**src/rtl/apb_slave_pkg.sv**
```systemverilog
// Shared types and address decode for the APB register-file completer.
// Decode assumes 64-bit words (WORD_BYTES = 8); DATA_W must match.
package apb_slave_pkg;

  typedef enum logic {S_IDLE = 1'b0, S_ACCESS = 1'b1} state_e;

  localparam int WORD_BYTES = 8;
  localparam int OFF_LSB    = $clog2(WORD_BYTES);

  typedef struct packed {
    logic        err;
    logic [31:0] idx;
  } dec_t;

  // Flags below-base, misaligned and past-the-end accesses in one place.
  function automatic dec_t addr_decode(input logic [63:0] addr,
                                       input logic [63:0] base,
                                       input int unsigned depth);
    logic [63:0] off;
    logic [63:0] word;
    dec_t        d;
    off   = addr - base;
    word  = off >> OFF_LSB;
    d.err = (addr < base) || (off[OFF_LSB-1:0] != '0) || (word >= 64'(depth));
    d.idx = word[31:0];
    return d;
  endfunction

endpackage

```
**src/rtl/apb_slv_regmem.sv**
```systemverilog
// DEPTH x DATA_W register storage: byte-enabled synchronous write,
// combinational read, synchronous active-low clear.
module apb_slv_regmem #(
  parameter int DEPTH  = 16,
  parameter int DATA_W = 64
) (
  input  logic                clk_i,
  input  logic                rst_ni,
  input  logic                we_i,
  input  logic [31:0]         wr_idx_i,
  input  logic [DATA_W-1:0]   wr_data_i,
  input  logic [DATA_W/8-1:0] wr_be_i,
  input  logic [31:0]         rd_idx_i,
  output logic [DATA_W-1:0]   rd_data_o
);

  logic [DATA_W-1:0] mem_q [DEPTH];

  always_ff @(posedge clk_i) begin
    if (!rst_ni) begin
      for (int unsigned i = 0; i < DEPTH; i++) mem_q[i] <= '0;
    end else if (we_i) begin
      for (int unsigned i = 0; i < DEPTH; i++)
        if (wr_idx_i == i)
          for (int b = 0; b < DATA_W/8; b++)
            if (wr_be_i[b]) mem_q[i][b*8 +: 8] <= wr_data_i[b*8 +: 8];
    end
  end

  always_comb begin
    rd_data_o = '0;
    for (int unsigned i = 0; i < DEPTH; i++)
      if (rd_idx_i == i) rd_data_o = mem_q[i];
  end

endmodule

```
**src/rtl/apb_slave_regfile.sv**
```systemverilog
// APB completer over a word-addressed register file with programmable wait
// states. Define APB_SLV_PSTRB_EN to add the PSTRB byte-strobe input.
module apb_slave_regfile
  import apb_slave_pkg::*;
#(
  parameter int          ADDR_W      = 64,
  parameter int          DATA_W      = 64,
  parameter int          DEPTH       = 16,
  parameter logic [63:0] BASE_ADDR   = 64'h0,
  parameter int          WAIT_CYCLES = 1
) (
  input  logic                PCLK,
  input  logic                PRESETn,
  input  logic                PSEL,
  input  logic                PENABLE,
  input  logic                PWRITE,
  input  logic [ADDR_W-1:0]   PADDR,
  input  logic [DATA_W-1:0]   PWDATA,
`ifdef APB_SLV_PSTRB_EN
  input  logic [DATA_W/8-1:0] PSTRB,
`endif
  output logic [DATA_W-1:0]   PRDATA,
  output logic                PREADY,
  output logic                PSLVERR
);

  state_e              state_q, state_d;
  logic [3:0]          cnt_q, cnt_d;
  logic                write_q, write_d;
  logic                err_q, err_d;
  logic [31:0]         idx_q, idx_d;
  logic [DATA_W-1:0]   wdata_q, wdata_d;
  logic                ready_q, ready_d;
  logic                slverr_q, slverr_d;
  logic [DATA_W-1:0]   rdata_q, rdata_d;
  logic                mem_we;
  logic [31:0]         rd_idx;
  logic [DATA_W-1:0]   rd_data;
  logic [DATA_W/8-1:0] be;
  logic                setup;
  dec_t                dec_bus;

  assign dec_bus = addr_decode(64'(PADDR), BASE_ADDR, unsigned'(DEPTH));
  assign setup   = (state_q == S_IDLE) && PSEL && !PENABLE;
  // Zero-wait reads sample the array in the setup cycle, before idx_q exists.
  assign rd_idx  = (state_q == S_IDLE) ? dec_bus.idx : idx_q;

`ifdef APB_SLV_PSTRB_EN
  logic [DATA_W/8-1:0] strb_q;
  always_ff @(posedge PCLK) begin
    if (!PRESETn)   strb_q <= '0;
    else if (setup) strb_q <= PSTRB;
  end
  assign be = strb_q;
`else
  assign be = '1;
`endif

  apb_slv_regmem #(.DEPTH(DEPTH), .DATA_W(DATA_W)) u_mem (
    .clk_i     (PCLK),
    .rst_ni    (PRESETn),
    .we_i      (mem_we),
    .wr_idx_i  (idx_q),
    .wr_data_i (wdata_q),
    .wr_be_i   (be),
    .rd_idx_i  (rd_idx),
    .rd_data_o (rd_data)
  );

  always_comb begin
    state_d  = state_q;
    cnt_d    = cnt_q;
    write_d  = write_q;
    err_d    = err_q;
    idx_d    = idx_q;
    wdata_d  = wdata_q;
    ready_d  = ready_q;
    slverr_d = slverr_q;
    rdata_d  = rdata_q;
    mem_we   = 1'b0;
    case (state_q)
      S_IDLE: begin
        if (setup) begin
          state_d = S_ACCESS;
          write_d = PWRITE;
          err_d   = dec_bus.err;
          idx_d   = dec_bus.idx;
          wdata_d = PWDATA;
          cnt_d   = 4'(WAIT_CYCLES);
          if (WAIT_CYCLES == 0) begin
            ready_d  = 1'b1;
            slverr_d = dec_bus.err;
            if (!PWRITE) rdata_d = dec_bus.err ? '0 : rd_data;
          end
        end
      end
      default: begin
        if (!PSEL) begin
          state_d  = S_IDLE;
          ready_d  = 1'b0;
          slverr_d = 1'b0;
        end else if (PENABLE) begin
          if (ready_q) begin
            mem_we   = write_q && !err_q;
            state_d  = S_IDLE;
            ready_d  = 1'b0;
            slverr_d = 1'b0;
          end else begin
            if (cnt_q != 4'd0) cnt_d = cnt_q - 4'd1;
            if (cnt_q <= 4'd1) begin
              ready_d  = 1'b1;
              slverr_d = err_q;
              if (!write_q) rdata_d = err_q ? '0 : rd_data;
            end
          end
        end
      end
    endcase
  end

  always_ff @(posedge PCLK) begin
    if (!PRESETn) begin
      state_q  <= S_IDLE;
      cnt_q    <= '0;
      write_q  <= 1'b0;
      err_q    <= 1'b0;
      idx_q    <= '0;
      wdata_q  <= '0;
      ready_q  <= 1'b0;
      slverr_q <= 1'b0;
      rdata_q  <= '0;
    end else begin
      state_q  <= state_d;
      cnt_q    <= cnt_d;
      write_q  <= write_d;
      err_q    <= err_d;
      idx_q    <= idx_d;
      wdata_q  <= wdata_d;
      ready_q  <= ready_d;
      slverr_q <= slverr_d;
      rdata_q  <= rdata_d;
    end
  end

  assign PRDATA  = rdata_q;
  assign PREADY  = ready_q;
  assign PSLVERR = slverr_q;

endmodule

```
**config.mk**
```make
export PLATFORM = sky130hd
export DESIGN_NAME = apb_slave_regfile
export DESIGN_NICKNAME = d
export VERILOG_FILES = /design/src/rtl/apb_slave_pkg.sv /design/src/rtl/apb_slv_regmem.sv /design/src/rtl/apb_slave_regfile.sv
export SDC_FILE = /design/constraint.sdc
export NUM_CORES = 2
export LEC_CHECK = 0
export BUFFER_PORTS_ARGS = -buffer_cell sky130_fd_sc_hd__buf_2
export CORE_MARGIN = 10
export CORE_UTILIZATION = 37
export DETAILED_ROUTE_END_ITERATION = 16
export GPL_TIMING_DRIVEN = 0
export SLEW_MARGIN = 25
export SYNTH_ARGS = -nofsm -noshare
export SYNTH_HDL_FRONTEND = slang
export SYNTH_SLANG_ARGS = --single-unit
```
**constraint.sdc**
```tcl
create_clock -name PCLK -period 8.2 [get_ports PCLK]
set_clock_uncertainty 0.1 [all_clocks]
set_input_delay 1.64 -clock PCLK [delete_from_list [all_inputs] [get_ports PCLK]]
set_output_delay 1.64 -clock PCLK [all_outputs]
set_load 0.01 [all_outputs]
```
== Word level (Yosys, flattened, before mapping) ==
Memory sizes are Yosys's and may differ from the RTL's.
Cells that the tools add are included.
Operators by class
  bitwise logic cells: 131
  equality and inequality tests: 36
  add/subtract/negate cells: 1
  multiplexer cells: 234
  order comparisons: 3
  reduce and logical (&&, ||, !) cells: 17
Operator list (number)
  64-bit 2-to-1 mux: 17
  8-bit 2-to-1 mux: 128
  32-bit by 4-bit equality test with 1-bit output, second input constant: 16
  32-bit by 3-bit equality test with 1-bit output, second input constant: 8
  32-bit by 2-bit equality test with 1-bit output, second input constant: 4
  1-bit bitwise OR: 128
  1-bit 2-to-1 mux: 82
  32-bit by 1-bit equality test with 1-bit output, second input constant: 2
  32-bit logical NOT: 2
  64-bit by 1-bit < comparator with 1-bit output, second input constant: 1
  61-bit by 5-bit >= comparator with 1-bit output, second input constant: 1
  32-bit 2-to-1 mux: 1
  4-bit 2-to-1 mux: 6
  2-bit != test, second input constant: 3
  6-bit AND reduction: 1
  5-bit AND reduction: 1
  4-bit by 1-bit <= comparator with 1-bit output, second input constant: 1
  2-bit by 1-bit != test with 1-bit output, second input constant: 2
  2-bit AND reduction: 2
  4-bit nonzero test: 1
  4-bit by 1-bit subtractor with 4-bit output, second input constant: 1
  1-bit logical AND: 3
  3-bit by 1-bit != test with 1-bit output, second input constant: 1
  1-bit inverter: 3
  5 further kinds: 7
Word-level totals
  bits in registers: 169
  memories kept: 1
  RAM bits: 1024
Memory list
  u_mem.mem_q: depth 16, width 64, read ports 16, clocked after Yosys merged registers in 0, write ports 16, RTL line apb_slv_regmem.sv:17  | logic [DATA_W-1:0] mem_q [DEPTH];

== Depth between registers and ports, before layout ==
  depth after elaboration: 19
  mapped depth: 13

== Hierarchy ==
A second synthesis with hierarchy kept.
Unflattened totals
  cells, all modules: 4251
  area, all modules: 50676.1 sq um
Modules (own cells, without submodules)
  apb_slv_regmem: area each 43467.9 sq um, instances 1, cells each 3435
  apb_slave_regfile: area each 7208.2 sq um, instances 1, cells each 816

== Worst setup path before layout ==
OpenSTA, ideal clock, no wires.
  path kind: input-to-reg
  from: in PSEL
  to: mem u_mem.mem_q[14][0], in the netlist u_mem.mem_q[3][128], enable pin
  arrival time: 7.127 ns
  path slack: 0.399 ns
  cell stages on the path: 6
  library setup time: 0.574 ns
  path through: and3_1 nand3_1 nor4_1 nand2_1 or2_2 o21ai_0
RTL lines
  start, declared: RTL line apb_slave_regfile.sv:14  | input logic PSEL,
  end, declared: RTL line apb_slv_regmem.sv:17

== Worst setup path in the final report ==
  from: in PADDR[7]
  to: reg rdata_q[37], in the netlist PRDATA[37]
Between the ends
  cells in the longest elaborated chain, start to end: 19
  elaborated cells between the ends (all ways): 34
RTL lines
  start, declared: RTL line apb_slave_regfile.sv:17  | input logic [ADDR_W-1:0] PADDR,
  32-bit 2-to-1 mux (*): RTL line apb_slave_regfile.sv:46  | assign rd_idx = (state_q == S_IDLE) ? dec_bus.idx : idx_q;
  32-bit logical NOT: RTL line apb_slv_regmem.sv:33  | if (rd_idx_i == i) rd_data_o = mem_q[i];
  64-bit 2-to-1 mux (15 in a row): RTL line apb_slv_regmem.sv:33
  64-bit 2-to-1 mux (*): RTL line apb_slv_regmem.sv:33
  64-bit 2-to-1 mux (*): RTL line apb_slave_regfile.sv:113  | if (!write_q) rdata_d = err_q ? '0 : rd_data;
  end signal, assigned: RTL line apb_slave_regfile.sv:141  | rdata_q <= rdata_d;
  end, declared: RTL line apb_slave_regfile.sv:35  | logic [DATA_W-1:0] rdata_q, rdata_d;
Every way passes the cells marked *; elsewhere a longest branch is shown, timed or not.
A chain may end at the register's enable or synchronous reset.

==> impl_metrics.json <==
{
  "status": "finished, final reports clean",
  "clock_sinks": 1193,
  "htree_levels": 3,
  "path_cells": "buf_2 -> or4_1 -> nor4b_2 -> o211ai_1 -> buf_2 -> a21oi_1 -> clkbuf_1 -> clkbuf_1 -> a221oi_1 -> nand3_1 -> o211ai_1 -> a221oi_1",
  "pre_cts_slack_ps": 1040,
  "rows": 133,
  "critPathKind": "input port to register",
  "port-buffer-count": 197,
  "synth_ff_type": "edfxtp_1",
  "start_util_pct": 37.1,
  "fin_crit_ps": 6750,
  "root_buffer": "clkbuf_16",
  "ctsResizeCount": 0,
  "r2r_cells": 13,
  "num_io_pins": 199,
  "top_layer": "met5",
  "hold_slack_ps": 354,
  "drive_gt1_share_pct": 11.7,
  "worstSetupStartpoint": "PADDR[7]",
  "worst_slack_ps": 1450,
  "ys_seq_area_share_pct": 70.1,
  "coreArea_um2": 131000,
  "clkSlewWorstSetupHoldPaths_ps": 60,
  "ys_types": 79,
  "final_area_um2": 56900,
  "regArea_um2": 34100,
  "avgSynthCellArea_um2": 12.0,
  "ant_nets": 0,
  "post_cts_buffers": 0,
  "track_usage_pct": 25.7,
  "synthToLayoutAreaGrowth_pct": 16.8,
  "synth-seq-cells": 1193,
  "clockBufferDepth": 3,
  "reg2reg_from": "state_q",
  "grt_pass1_wl_um": 270000,
  "route.met2.wl_um": 82500,
  "cp_data_required_time_ps": 8730,
  "timing.fmax_mhz": 148,
  "report.final.hold_viol_count": 0,
  "leakagePower_nw": 19.5,
  "ys_warn_count": 0,
  "cts_tree": "yes",
  "max_stage_delay_ps": 840,
  "rrSetupSlack_ps": 1690,
  "via_per_inst": 6.00,
  "fillers": 12400,
  "synthArstFlopShare_pct": 0,
  "vias": 37653,
  "ir_drop_uv": 228,
  "dpl.hpwl_um": 142000,
  "cts_made_buffers": 119,
  "die_h_um": 383,
  "postCtsHoldBufs": 0,
  "drt-pass1-iter-count": 10,
  "gp_congestion": 0.978,
  "hp-start": "wdata_q[58]",
  "drv_slew": 0,
  "drc": 0,
  "setup_violations": 0,
  "grt-ovfl-total": 0,
  "synth_fp_nets": 4184,
  "netlist_instances": 4048,
  "tightestPinTransition_ps": 1200,
  "syn_area_um2": 48700,
  "design.die.area_um2": 147000,
  "rsz0062_at_grt": "no",
  "first_iter_violations": 6826,
  "wl_um": 196000,
  "worstSetupEndpointType": "register",
  "cap_violations": 0,
  "nNetsFinal": 4545,
  "grt_pass1_vias": 35354,
  "arrival_ps": 7280,
  "grt_antenna_before_repair": 10,
  "placed_cells_incl_taps": 6043,
  "synth_edf_count": 1024,
  "critPathCapture": "PRDATA[37]",
  "wl_per_cell_um": 31.2,
  "slew-limit-headroom_pct": 19.7,
  "die_w_um": 383,
  "final_core_util_pct": 43.4,
  "hold_class": "register to register",
  "wl_met1_um": 75600,
  "post-route-period-util_pct": 82.3,
  "crit_fanout": 10,
  "powerDensity_nw_per_um2": 227,
  "cp_slowest_cell": "clkbuf_1",
  "r2r_end": "PRDATA[37]",
  "startpoint_type": "input port",
  "multiInputGateArea_um2": 13200,
  "instances_no_fill": 6274,
  "met3_length_um": 27700,
  "dpl_cell_area_um2": 53000,
  "grt_max_degree": 40,
  "clk_latency_ps": 760
}
cell usage in the layout (no fill, tap or decap), types with 25 or more instances in the layout:
cell type / instances
a211oi_1: 30
a21oi_1: 234
a221o_1: 42
a221oi_1: 74
a222oi_1: 61
a22o_1: 32
a22oi_1: 78
buf_1: 39
buf_2: 230
clkbuf_1: 287
clkbuf_16: 121
dfxtp_1: 169
edfxtp_1: 1024
inv_1: 71
nand2_1: 459
nand3_1: 51
nor2_1: 802
o211ai_1: 35
o21ai_0: 154
o221ai_1: 25
o22ai_1: 31
cells by family (layout without fill, tap and decap cells):
family	Yosys count	in the layout	share of synthesized area [%]
buffers and inverters	410	876	3.23
AO/OA/AOI/OAI	959	959	13.9
XOR/XNOR	2	2	0.0360
flip-flops	1193	1193	70.1
AND/OR/NAND/NOR	1459	1459	12.2
adder cells (fa/ha/maj)	3	3	0.0771
other	0	5	0
multiplexers	22	22	0.460
layer usage:
metal / global-route usage, % / up-vias
met2: 37.6 / 2775
li1: - / 15814
met3: 8.84 / 464
met4: 11.4 / 6
met1: 34.4 / 18594
met5: 0 / -
worst max-delay path: cells and delay by family:
family / cells / cell delay (ps)
AO/OA/AOI/OAI: 5 / 1830
buffers and inverters: 4 / 2130
AND/OR/NAND/NOR: 3 / 1640
state kept, by name, indices dropped and copies added (netlist names):
name	count
u_mem.mem_q	1024
PRDATA	64
wdata_q	64
idx_q	32
cnt_q	4
PREADY	1
PSLVERR	1
err_q	1
state_q	1
write_q	1
through the flow:
stage | total power, mW | setup TNS [ps]
detailed placement | 7.56 | 0
finish | 12.9 | 0
CTS | 12.9 | 0
floorplan | 7.25 | 0
global placement | 7.54 | -1319130
global route | 13.2 | 0
area by class of cell:
class	instances	share of cell area, %
Clock buffer	167	5.86
Multi-Input combinational cell	2445	23.3
Antenna cell	5	0.0220
Clock inverter	59	0.873
Inverter	71	0.469
Timing Repair Buffer	240	3.28
Tap cell	1755	3.86
Sequential cell	1193	60.0
Buffer	339	2.34
power breakdown:
| part | leakage [nW] | internal [mW] | switching [mW] |
|---|---|---|---|
| Clock | 1.90 | 3.05 | 2.40 |
| Combinational | 5.63 | 0.133 | 0.449 |
| Sequential | 12.0 | 6.80 | 0.0753 |
| Total | 19.5 | 9.98 | 2.93 |
synth_stat cells, types with 6 or more instances:
library cell / count / area, µm²
edfxtp_1: 1024 / 30700
nor2_1: 804 / 3020
nand2_1: 470 / 1760
clkbuf_1: 269 / 1010
a21oi_1: 237 / 1190
dfxtp_1: 169 / 3380
o21ai_0: 160 / 801
a22oi_1: 78 / 586
a221oi_1: 74 / 648
inv_1: 71 / 267
a222oi_1: 61 / 611
nand3_1: 51 / 255
buf_1: 47 / 176
a221o_1: 42 / 420
o211ai_1: 35 / 263
a211oi_1: 34 / 255
a22o_1: 32 / 280
nor3_1: 31 / 155
o22ai_1: 31 / 194
o221ai_1: 25 / 219
nor4_1: 22 / 138
buf_2: 20 / 100
and4_1: 19 / 166
mux2i_1: 19 / 190
o31ai_1: 18 / 135
o2bb2ai_1: 15 / 131
a2111oi_0: 14 / 123
o31a_1: 14 / 123
and3_1: 12 / 75.1
nand4_1: 8 / 50.1
o2111ai_1: 8 / 70.1
o221a_2: 8 / 90.1
and2_1: 7 / 43.8
a41oi_1: 6 / 52.6
nor3b_1: 6 / 45.0
o211a_1: 6 / 60.1
o21a_1: 6 / 45.0
o32ai_1: 6 / 52.6
or3_1: 6 / 37.5
how the worst min path moves through the flow:
| stage | to | slack [ps] | cells after the start |
|---|---|---|---|
| floorplan | idx_q[28] | 340 | 2 |
| global placement | idx_q[8] | 340 | 2 |
| detailed placement | wdata_q[59] | 350 | 2 |
| CTS | wdata_q[59] | 360 | 2 |
| global route | wdata_q[2] | 370 | 2 |
| finish | wdata_q[58] | 350 | 2 |
Power figures use the tool's default switching activity.
